===== src/rtl/mem_pipe.sv =====
// mem_pipe: single-port word memory behind a valid/ready request channel,
// with an in-order response FIFO. Every accepted request (read or write)
// returns exactly one response. After reset the array is swept to zero
// (init_done_o rises once that completes). Addresses >= DEPTH are answered
// with rsp_err_o=1 and leave the memory untouched.
//
// Ports:
//   clk_i, rst_ni        clock (rising edge), async active-low reset
//   req_val_i/req_rdy_o  request handshake
//   req_we_i             0 = read, 1 = write
//   req_addr_i           word address
//   req_wdata_i          write data
//   req_be_i             byte enables for writes
//   rsp_val_o/rsp_rdy_i  response handshake
//   rsp_rdata_o          read data (0 for writes and errors)
//   rsp_we_o             echo of the answered request's req_we_i
//   rsp_err_o            answered request was out of range
//   init_done_o          clear sweep complete
module mem_pipe #(
  parameter int unsigned DATA_W    = 32,
  parameter int unsigned DEPTH     = 128,
  parameter int unsigned RSP_DEPTH = 2,
  localparam int unsigned ADDR_W   = (DEPTH > 1) ? $clog2(DEPTH) : 1,
  localparam int unsigned BE_W     = DATA_W / 8
) (
  input  logic              clk_i,
  input  logic              rst_ni,
  input  logic              req_val_i,
  output logic              req_rdy_o,
  input  logic              req_we_i,
  input  logic [ADDR_W-1:0] req_addr_i,
  input  logic [DATA_W-1:0] req_wdata_i,
  input  logic [BE_W-1:0]   req_be_i,
  output logic              rsp_val_o,
  input  logic              rsp_rdy_i,
  output logic [DATA_W-1:0] rsp_rdata_o,
  output logic              rsp_we_o,
  output logic              rsp_err_o,
  output logic              init_done_o
);

  localparam int unsigned PTR_W = (RSP_DEPTH > 1) ? $clog2(RSP_DEPTH) : 1;
  localparam int unsigned CNT_W = $clog2(RSP_DEPTH + 1);
  localparam int unsigned ENT_W = DATA_W + 2;

  typedef enum logic {
    ST_INIT,
    ST_RUN
  } state_t;

  state_t            state_q, state_d;
  logic [ADDR_W-1:0] ptr_q, ptr_d;

  logic [DATA_W-1:0] mem [DEPTH];

  logic [ENT_W-1:0]  fifo_q [RSP_DEPTH];
  logic [PTR_W-1:0]  wr_ptr_q, rd_ptr_q;
  logic [CNT_W-1:0]  cnt_q;

  logic              accept;
  logic              pop;
  logic              addr_ok;
  logic [DATA_W-1:0] rd_word;
  logic [ENT_W-1:0]  push_ent;
  logic [ENT_W-1:0]  head;

  function automatic logic [PTR_W-1:0] ptr_inc(input logic [PTR_W-1:0] p);
    return (p == PTR_W'(RSP_DEPTH - 1)) ? '0 : p + PTR_W'(1);
  endfunction

  // ---------------------------------------------------------------- FSM
  always_ff @(posedge clk_i or negedge rst_ni) begin
    if (!rst_ni) begin
      state_q <= ST_INIT;
      ptr_q   <= '0;
    end else begin
      state_q <= state_d;
      ptr_q   <= ptr_d;
    end
  end

  always_comb begin
    state_d     = state_q;
    ptr_d       = ptr_q;
    req_rdy_o   = 1'b0;
    init_done_o = 1'b0;
    case (state_q)
      ST_INIT: begin
        ptr_d = ptr_q + ADDR_W'(1);
        if (ptr_q == ADDR_W'(DEPTH - 1)) begin
          state_d = ST_RUN;
          ptr_d   = '0;
        end
      end
      ST_RUN: begin
        init_done_o = 1'b1;
        // Only registered occupancy feeds ready, so rsp_rdy_i never
        // reaches req_rdy_o combinationally.
        req_rdy_o   = (cnt_q < CNT_W'(RSP_DEPTH));
      end
      default: begin
        state_d = ST_INIT;
        ptr_d   = '0;
      end
    endcase
  end

  // ------------------------------------------------------------- memory
  assign accept  = req_val_i & req_rdy_o;
  assign addr_ok = (32'(req_addr_i) < DEPTH);
  assign rd_word = mem[req_addr_i];

  always_ff @(posedge clk_i) begin
    if (state_q == ST_INIT) begin
      mem[ptr_q] <= '0;
    end else if (accept && req_we_i && addr_ok) begin
      for (int unsigned i = 0; i < BE_W; i++) begin
        if (req_be_i[i]) begin
          mem[req_addr_i][8*i +: 8] <= req_wdata_i[8*i +: 8];
        end
      end
    end
  end

  // ------------------------------------------------------ response FIFO
  // Entry layout: {we, err, rdata}. Read data is captured at the accepting
  // edge, i.e. before any write that edge might perform.
  assign push_ent = {req_we_i, ~addr_ok,
                     (!req_we_i && addr_ok) ? rd_word : {DATA_W{1'b0}}};

  always_ff @(posedge clk_i) begin
    if (accept) begin
      fifo_q[wr_ptr_q] <= push_ent;
    end
  end

  always_ff @(posedge clk_i or negedge rst_ni) begin
    if (!rst_ni) begin
      wr_ptr_q <= '0;
      rd_ptr_q <= '0;
      cnt_q    <= '0;
    end else begin
      if (accept) wr_ptr_q <= ptr_inc(wr_ptr_q);
      if (pop)    rd_ptr_q <= ptr_inc(rd_ptr_q);
      case ({accept, pop})
        2'b10:   cnt_q <= cnt_q + CNT_W'(1);
        2'b01:   cnt_q <= cnt_q - CNT_W'(1);
        default: cnt_q <= cnt_q;
      endcase
    end
  end

  // Storage is unreset; outputs are gated by occupancy so an empty FIFO
  // (including during reset) presents all-zero response fields.
  assign head        = fifo_q[rd_ptr_q];
  assign rsp_val_o   = (cnt_q != '0);
  assign pop         = rsp_val_o & rsp_rdy_i;
  assign rsp_we_o    = rsp_val_o & head[ENT_W-1];
  assign rsp_err_o   = rsp_val_o & head[ENT_W-2];
  assign rsp_rdata_o = rsp_val_o ? head[DATA_W-1:0] : '0;

endmodule

===== config.mk =====
export PLATFORM = sky130hd
export DESIGN_NAME = mem_pipe
export DESIGN_NICKNAME = d
export VERILOG_FILES = /design/src/rtl/mem_pipe.sv
export SDC_FILE = /design/constraint.sdc
export NUM_CORES = 2
export LEC_CHECK = 0
export BUFFER_PORTS_ARGS = -buffer_cell sky130_fd_sc_hd__buf_4
export CORE_MARGIN = 10
export CORE_UTILIZATION = 39
export DETAILED_ROUTE_END_ITERATION = 10
export MAX_ROUTING_LAYER = met4
export PLACE_DENSITY_LB_ADDON = 0.08
export SLEW_MARGIN = 5
export SYNTH_ARGS = -nofsm -noshare
export SYNTH_HDL_FRONTEND = slang
export SYNTH_MEMORY_MAX_BITS = 65536
export SYNTH_SLANG_ARGS = --single-unit

===== constraint.sdc =====
create_clock -name clk_i -period 4.2 [get_ports clk_i]
set_clock_uncertainty 0.15 [all_clocks]
set_input_delay 0.42 -clock clk_i [delete_from_list [all_inputs] [get_ports clk_i]]
set_output_delay 0.42 -clock clk_i [all_outputs]
set_load 0.1 [all_outputs]

==> After elaboration in Yosys (flattened, before gate mapping) <==
Memory sizes are Yosys's and may differ from the RTL's.
Cells that the tools add are included.
W data, S select, Z words.
{ "classes": {"addsub": 5, "n_lt_le_gt_ge": 1, "eq_ne": 3, "muxes": 32, "bitwise": 4, "n_reduce_logical": 4} }
{ "ops": {"columns": ["cell", "count"], "rows": [
  ["$mux W32", 3],
  ["$reduce_or A32 Y1", 1],
  ["$mux W1", 25],
  ["$mux W7", 2],
  ["$add A7 B1 Y7 const B", 1],
  ["$eq A7 B7 Y1 const B", 1],
  ["$mux W4", 1],
  ["$pmux W2 S2", 1],
  ["$reduce_bool A2 Y1", 2],
  ["$and A1 B1 Y1", 3],
  ["$add A1 B1 Y1 const B", 2],
  ["$add A2 B1 Y2 const B", 1],
  ["$eq A2 B1 Y1 const B", 1],
  ["$eq A2 B2 Y1 const B", 1],
  ["$lt A2 B2 Y1 const B", 1],
  ["$sub A2 B1 Y2 const B", 1],
  ["$and A1 B1 Y1 const B", 1],
  ["$logic_and A1 B1 Y1", 1]
]} }
{ "word_totals": {"reg_bits": 12, "ram_bits": 4162, "inputBits": 48, "out_inout_bits": 37, "n_memories": 2} }
{ "mem_list": {"columns": ["name", "words", "width", "rd", "rd_ports_with_merged_regs", "wr", "line", "rtl"], "rows": [
  ["mem", 128, 32, 1, 0, 1, "54", "logic [DATA_W-1:0] mem [DEPTH];"],
  ["fifo_q", 2, 33, 1, 0, 1, "56", "logic [ENT_W-1:0] fifo_q [RSP_DEPTH];"]
]} }

==> Depth between registers and ports, before layout <==
{ "depth": {"ltp_word": 9, "mapped_depth": 12, "mapped_depth_nobuf": 7} }

==> Worst setup path after synthesis <==
Ideal clock, no wire load.
{ "synth_path": {"path_kind": "reg2reg", "from": "register state_q", "to": "memory fifo_q[0][0] (netlist name) (enable)", "setup_time_ns": 0.423, "t_arrival_ns": 4.509, "required_ns": 3.627, "path_slack_ns": -0.882, "stages_incl_launch_ff": 5, "n_path_buf": 1, "path_cell_list": "dfrtp_1 clkbuf_1 nor2b_1 nand2_1 nor2_1"} }
{ "synth_between": {"elab_chain_len": 4} }
{ "synth_rtl": {"columns": ["element", "line", "rtl"], "rows": [
  ["start, declared", "51", "state_t state_q, state_d;"],
  ["start signal, assigned", "77", "state_q <= state_d;"],
  ["$mux W1", "87", "case (state_q)"],
  ["named net req_rdy_o", "29", "output logic req_rdy_o,"],
  ["$and A1 B1 Y1", "109", "assign accept = req_val_i & req_rdy_o;"],
  ["$mux W1", "132", "if (accept) begin"],
  ["$mux W1 (not written as such)", "133", "fifo_q[wr_ptr_q] <= push_ent;"],
  ["end, declared", "56", null]
]} }
The timed path passes the listed nets, and every way through them passes these cells.

==> Worst setup path after layout <==
{ "layout_path": {"from": "register cnt_q[1]", "to": "memory mem[54][31] (enable)"} }
{ "layout_between": {"elab_chain_len": 9} }
{ "layout_rtl": {"columns": ["element", "line", "rtl"], "rows": [
  ["start, declared", "58", "logic [CNT_W-1:0] cnt_q;"],
  ["start signal, assigned", "146", "2'b10: cnt_q <= cnt_q + CNT_W'(1);"],
  ["start signal, assigned", "147", "2'b01: cnt_q <= cnt_q - CNT_W'(1);"],
  ["start signal, assigned", "148", "default: cnt_q <= cnt_q;"],
  ["$lt A2 B2 Y1 (*)", "99", "req_rdy_o = (cnt_q < CNT_W'(RSP_DEPTH));"],
  ["$mux W1 (*)", "87", null],
  ["$and A1 B1 Y1 (*)", "109", null],
  ["$logic_and A1 B1 Y1 (*)", "116", "end else if (accept && req_we_i && addr_ok) begin"],
  ["$mux W1", "116", null],
  ["$mux W1", "114", "if (state_q == ST_INIT) begin"],
  ["$mux W1 (not written as such)", "119", "mem[req_addr_i][8*i +: 8] <= req_wdata_i[8*i +: 8];"],
  ["$reduce_or A32 Y1 (no line)", null, null],
  ["$mux W7 (no line) or $mux W4 (tied branches)", null, null],
  ["end, declared", "54", null]
]} }
Mark *: on every way between the ends. The rest lies on a longest branch, timed or not.

==> metrics.md <==
| Metric | Value |
|---|---|
| Ys async rst share | `0.287%` |
| Root Driver | `clkbuf_16` |
| CTS tree | `yes` |
| Clock Sinks | `4174` |
| Max-Cap Viols | `0` |
| Number of synthesized flops with an enable pin | `4162` |
| Area delta synth->final | `16.9%` |
| CP Launch Type | `flip-flop` |
| TritonCTS Buffers | `452` |
| Die span in y | `667 um` |
| Mapped Nets | `8685` |
| H-tree Lvls | `5` |
| CTS clock-pin slew for the worst setup and hold paths | `0.06 ns` |
| Syn avg cell area | `18.9 um2` |
| Die X-Extent | `667 um` |
| Setup violations, final | `0` |
| CP max FO | `37` |
| Via count | `84440` |
| Critical Path AT | `4.35 ns` |
| Seq/Total Area, Yosys | `76.8%` |
| Largest net degree at the start of global routing | `129` |
| Sequential Area | `0.125 mm2` |
| # IOs | `85` |
| Maximum VDD drop | `0.000368 V` |
| Die area | `0.444 mm2` |
| Initial antenna violation count | `23` |
| Pre-antenna DRT Iters | `5` |
| CTS Hold Bufs | `16` |
| Fin util | `45.8%` |
| Outcome | `complete, no violations` |
| Drt wl/cell | `30.3 um` |
| Synth Cell Area | `0.163 mm2` |
| Drt via density | `5.49` |
| Post-Route Setup TNS | `0 ns` |
| Final Wtd Congestion | `0.821` |
| DRC Markers | `0` |
| P_leak | `54.6 nW` |
| Tot Pwr | `86.4 mW` |
| # rows | `237` |
| Setup crit end kind | `flip-flop` |
| Worst-Skew Late Latency | `0.99 ns` |
| DRT antenna net count | `0` |
| Multi-input logic area | `0.0355 mm2` |
| Kind of critical path | `flip-flop to flip-flop` |
| RSZ-0062 raised after global routing | `no` |
| Final WS setup | `0.313 ns` |
| Remaining global-route overflow | `0` |
| Layout net count | `9555` |
| Syn Inst Count | `8635` |
| Longest Clk Path Bufs | `4` |
| Iter 0 DRT Violations | `7715` |
| Power Dens Cells | `453 mW/mm2` |
| Slew at the pin closest to its max-slew limit | `1.32 ns` |
| Hold WC Path Type | `input port to flip-flop` |
| Final Max Tran Viols | `0` |
| Cts repair resizes | `0` |
| Core area | `0.417 mm2` |
| FF+latch count, synth | `4174` |
| First-pass GRT wire length | `660 mm` |
| Min Clock Period, post-route | `3.89 ns` |
| Port-buffer cells | `83` |
| Period utilisation layout | `92.5%` |
| Post-Layout Cell Count | `15382` |
| Number of global-route vias before repair | `86165` |
| Share of cells above drive strength 1 | `21.3%` |
| HPWL after DPL | `289 mm` |
| Max-Slew Margin vs Limit | `12.3%` |
| Overall Global Routing Usage | `21.1%` |
| Post-synth cell types | `56` |
| Initial Utilization | `39.1%` |
| Req. time, crit path | `4.66 ns` |
| YS warnings | `0` |
| WL final | `467 mm` |
| Final Hold Viols | `0` |
| Pre-CTS setup slack | `0.163 ns` |
| Fillers | `35367` |
| Prevailing post-synth register cell | `edfxtp_1` |
| Placed Instances | `14532` |
| Max Freq | `0.257 GHz` |
| Setup repair bufs after CTS | `0` |
cells in the mapped netlist, types with 4 or more instances:
cell / count / area share [%]
nor2b_1: 6 / 0.023
buf_1: 47 / 0.11
mux4_2: 416 / 5.7
buf_4: 40 / 0.18
nor2_1: 558 / 1.3
a32o_1: 64 / 0.39
a41oi_1: 32 / 0.17
o211ai_1: 32 / 0.15
o31ai_4: 4 / 0.052
edfxtp_1: 4162 / 77
nand2_1: 306 / 0.70
a221oi_1: 64 / 0.34
xor2_1: 4 / 0.021
o41ai_4: 6 / 0.10
buf_6: 16 / 0.11
clkbuf_1: 238 / 0.55
a31oi_4: 8 / 0.10
xnor2_1: 6 / 0.032
and3_1: 34 / 0.13
dfrtp_1: 12 / 0.18
o21ai_0: 66 / 0.20
nand4_1: 36 / 0.14
o22ai_1: 128 / 0.49
o31ai_2: 5 / 0.038
a22o_1: 64 / 0.34
mux2i_1: 1313 / 8.1
nor3_1: 7 / 0.021
nand2_4: 4 / 0.028
buf_2: 201 / 0.62
nand3_1: 200 / 0.61
a22oi_1: 384 / 1.8
nand2b_1: 8 / 0.031
nor2_2: 32 / 0.12
a21oi_1: 66 / 0.20
nor4_1: 33 / 0.13
per-layer routing:
layer	vias to the layer above	track usage (%)	wire length, um
met1	44783	29.0	207000
met5	-	-	0
li1	36855	-	-
met3	643	2.21	20800
met2	2159	33.6	224000
met4	0	6.07	15200
power breakdown:
| group | leakage (nW) | total [mW] | internal [mW] | switching [mW] |
|---|---|---|---|---|
| clock | 7.04 | 39.0 | 22.8 | 16.2 |
| combinational | 18.5 | 2.36 | 0.818 | 1.54 |
| sequential | 29.1 | 45.1 | 45.1 | 0 |
| total | 54.6 | 86.4 | 68.7 | 17.7 |
final timing paths:
| check | from | to | slack [ns] | cells past startpoint |
|---|---|---|---|---|
| worst max register to register | cnt_q[1]$_DFFE_PN0P_ | mem[54][31]$_DFFE_PP_ | 0.31 | 7 |
| max in group asynchronous | rst_ni | rd_ptr_q$_DFFE_PN0P_ | 2.97 | 3 |
| worst min register to register | wr_ptr_q$_DFFE_PN0N_ | wr_ptr_q$_DFFE_PN0N_ | 0.41 | 1 |
| worst min-delay path | req_wdata_i[11] | mem[21][11]$_DFFE_PP_ | 0.04 | 3 |
| min in group asynchronous | rst_ni | rd_ptr_q$_DFFE_PN0P_ | 0.44 | 3 |
| worst max-delay path | cnt_q[1]$_DFFE_PN0P_ | mem[54][31]$_DFFE_PP_ | 0.31 | 7 |
through the flow:
stage	instance area, um2	hold slack (ns)
final	191000	0.0425
after floorplan	163000	-0.0256
after CTS	191000	0.00334
after global placement	176000	0.147
after detailed placement	176000	0.148
after global routing	191000	0.0423
critical path: stages (launching register included):
cell and delay (ns):
dfrtp_1 0.48, and4b_2 0.34, buf_4 0.45, nand2_1 0.35, nand2_1 0.17, buf_4 0.42
nand2_1 0.41, nor2_1 0.70
cells in the final DEF (no fill, tap or decap), drive strengths merged, types with 66 or more instances in the layout:
cell / n
clkbuf: 560
nand2: 310
o21ai: 66
nor2: 590
a21oi: 66
a22oi: 384
nand3: 200
clkinv: 195
edfxtp: 4162
buf: 943
mux2i: 1313
o22ai: 128
mux4: 416
layout make-up:
| cell class | instances | share of cell area [%] |
|---|---|---|
| sequential | 4174 | 65.7 |
| multi-input combinational | 3915 | 18.6 |
| clock buffer | 560 | 6.21 |
| timing repair buffer | 959 | 4.44 |
| tap | 5497 | 3.61 |
| clock inverter | 265 | 1.36 |
| antenna | 9 | 0.0118 |
| inverter | 3 | 0.00853 |
state kept, by name, summed over array words and instances, names as in the netlist:
signal,cells
state_q,1
cnt_q,2
fifo_q,66
ptr_q,7
rd_ptr_q,1
wr_ptr_q,1
mem,4096
kinds of logic (layout without fill, tap and decap cells):
kind of cell | after synthesis | after routing | share of synthesized area, %
adders and majority gates | 2 | 2 | 0.0153
and+or+nand+nor | 1248 | 1248 | 3.35
other | 1 | 10 | 0.00230
xor gates and xnor gates | 10 | 10 | 0.0537
buffers and inverters | 546 | 1787 | 1.59
muxes | 1730 | 1730 | 13.8
DFF | 4174 | 4174 | 76.8
AOI/OAI and AO/OA | 924 | 924 | 4.37
Note: power is estimated with default switching activity, not from simulation.
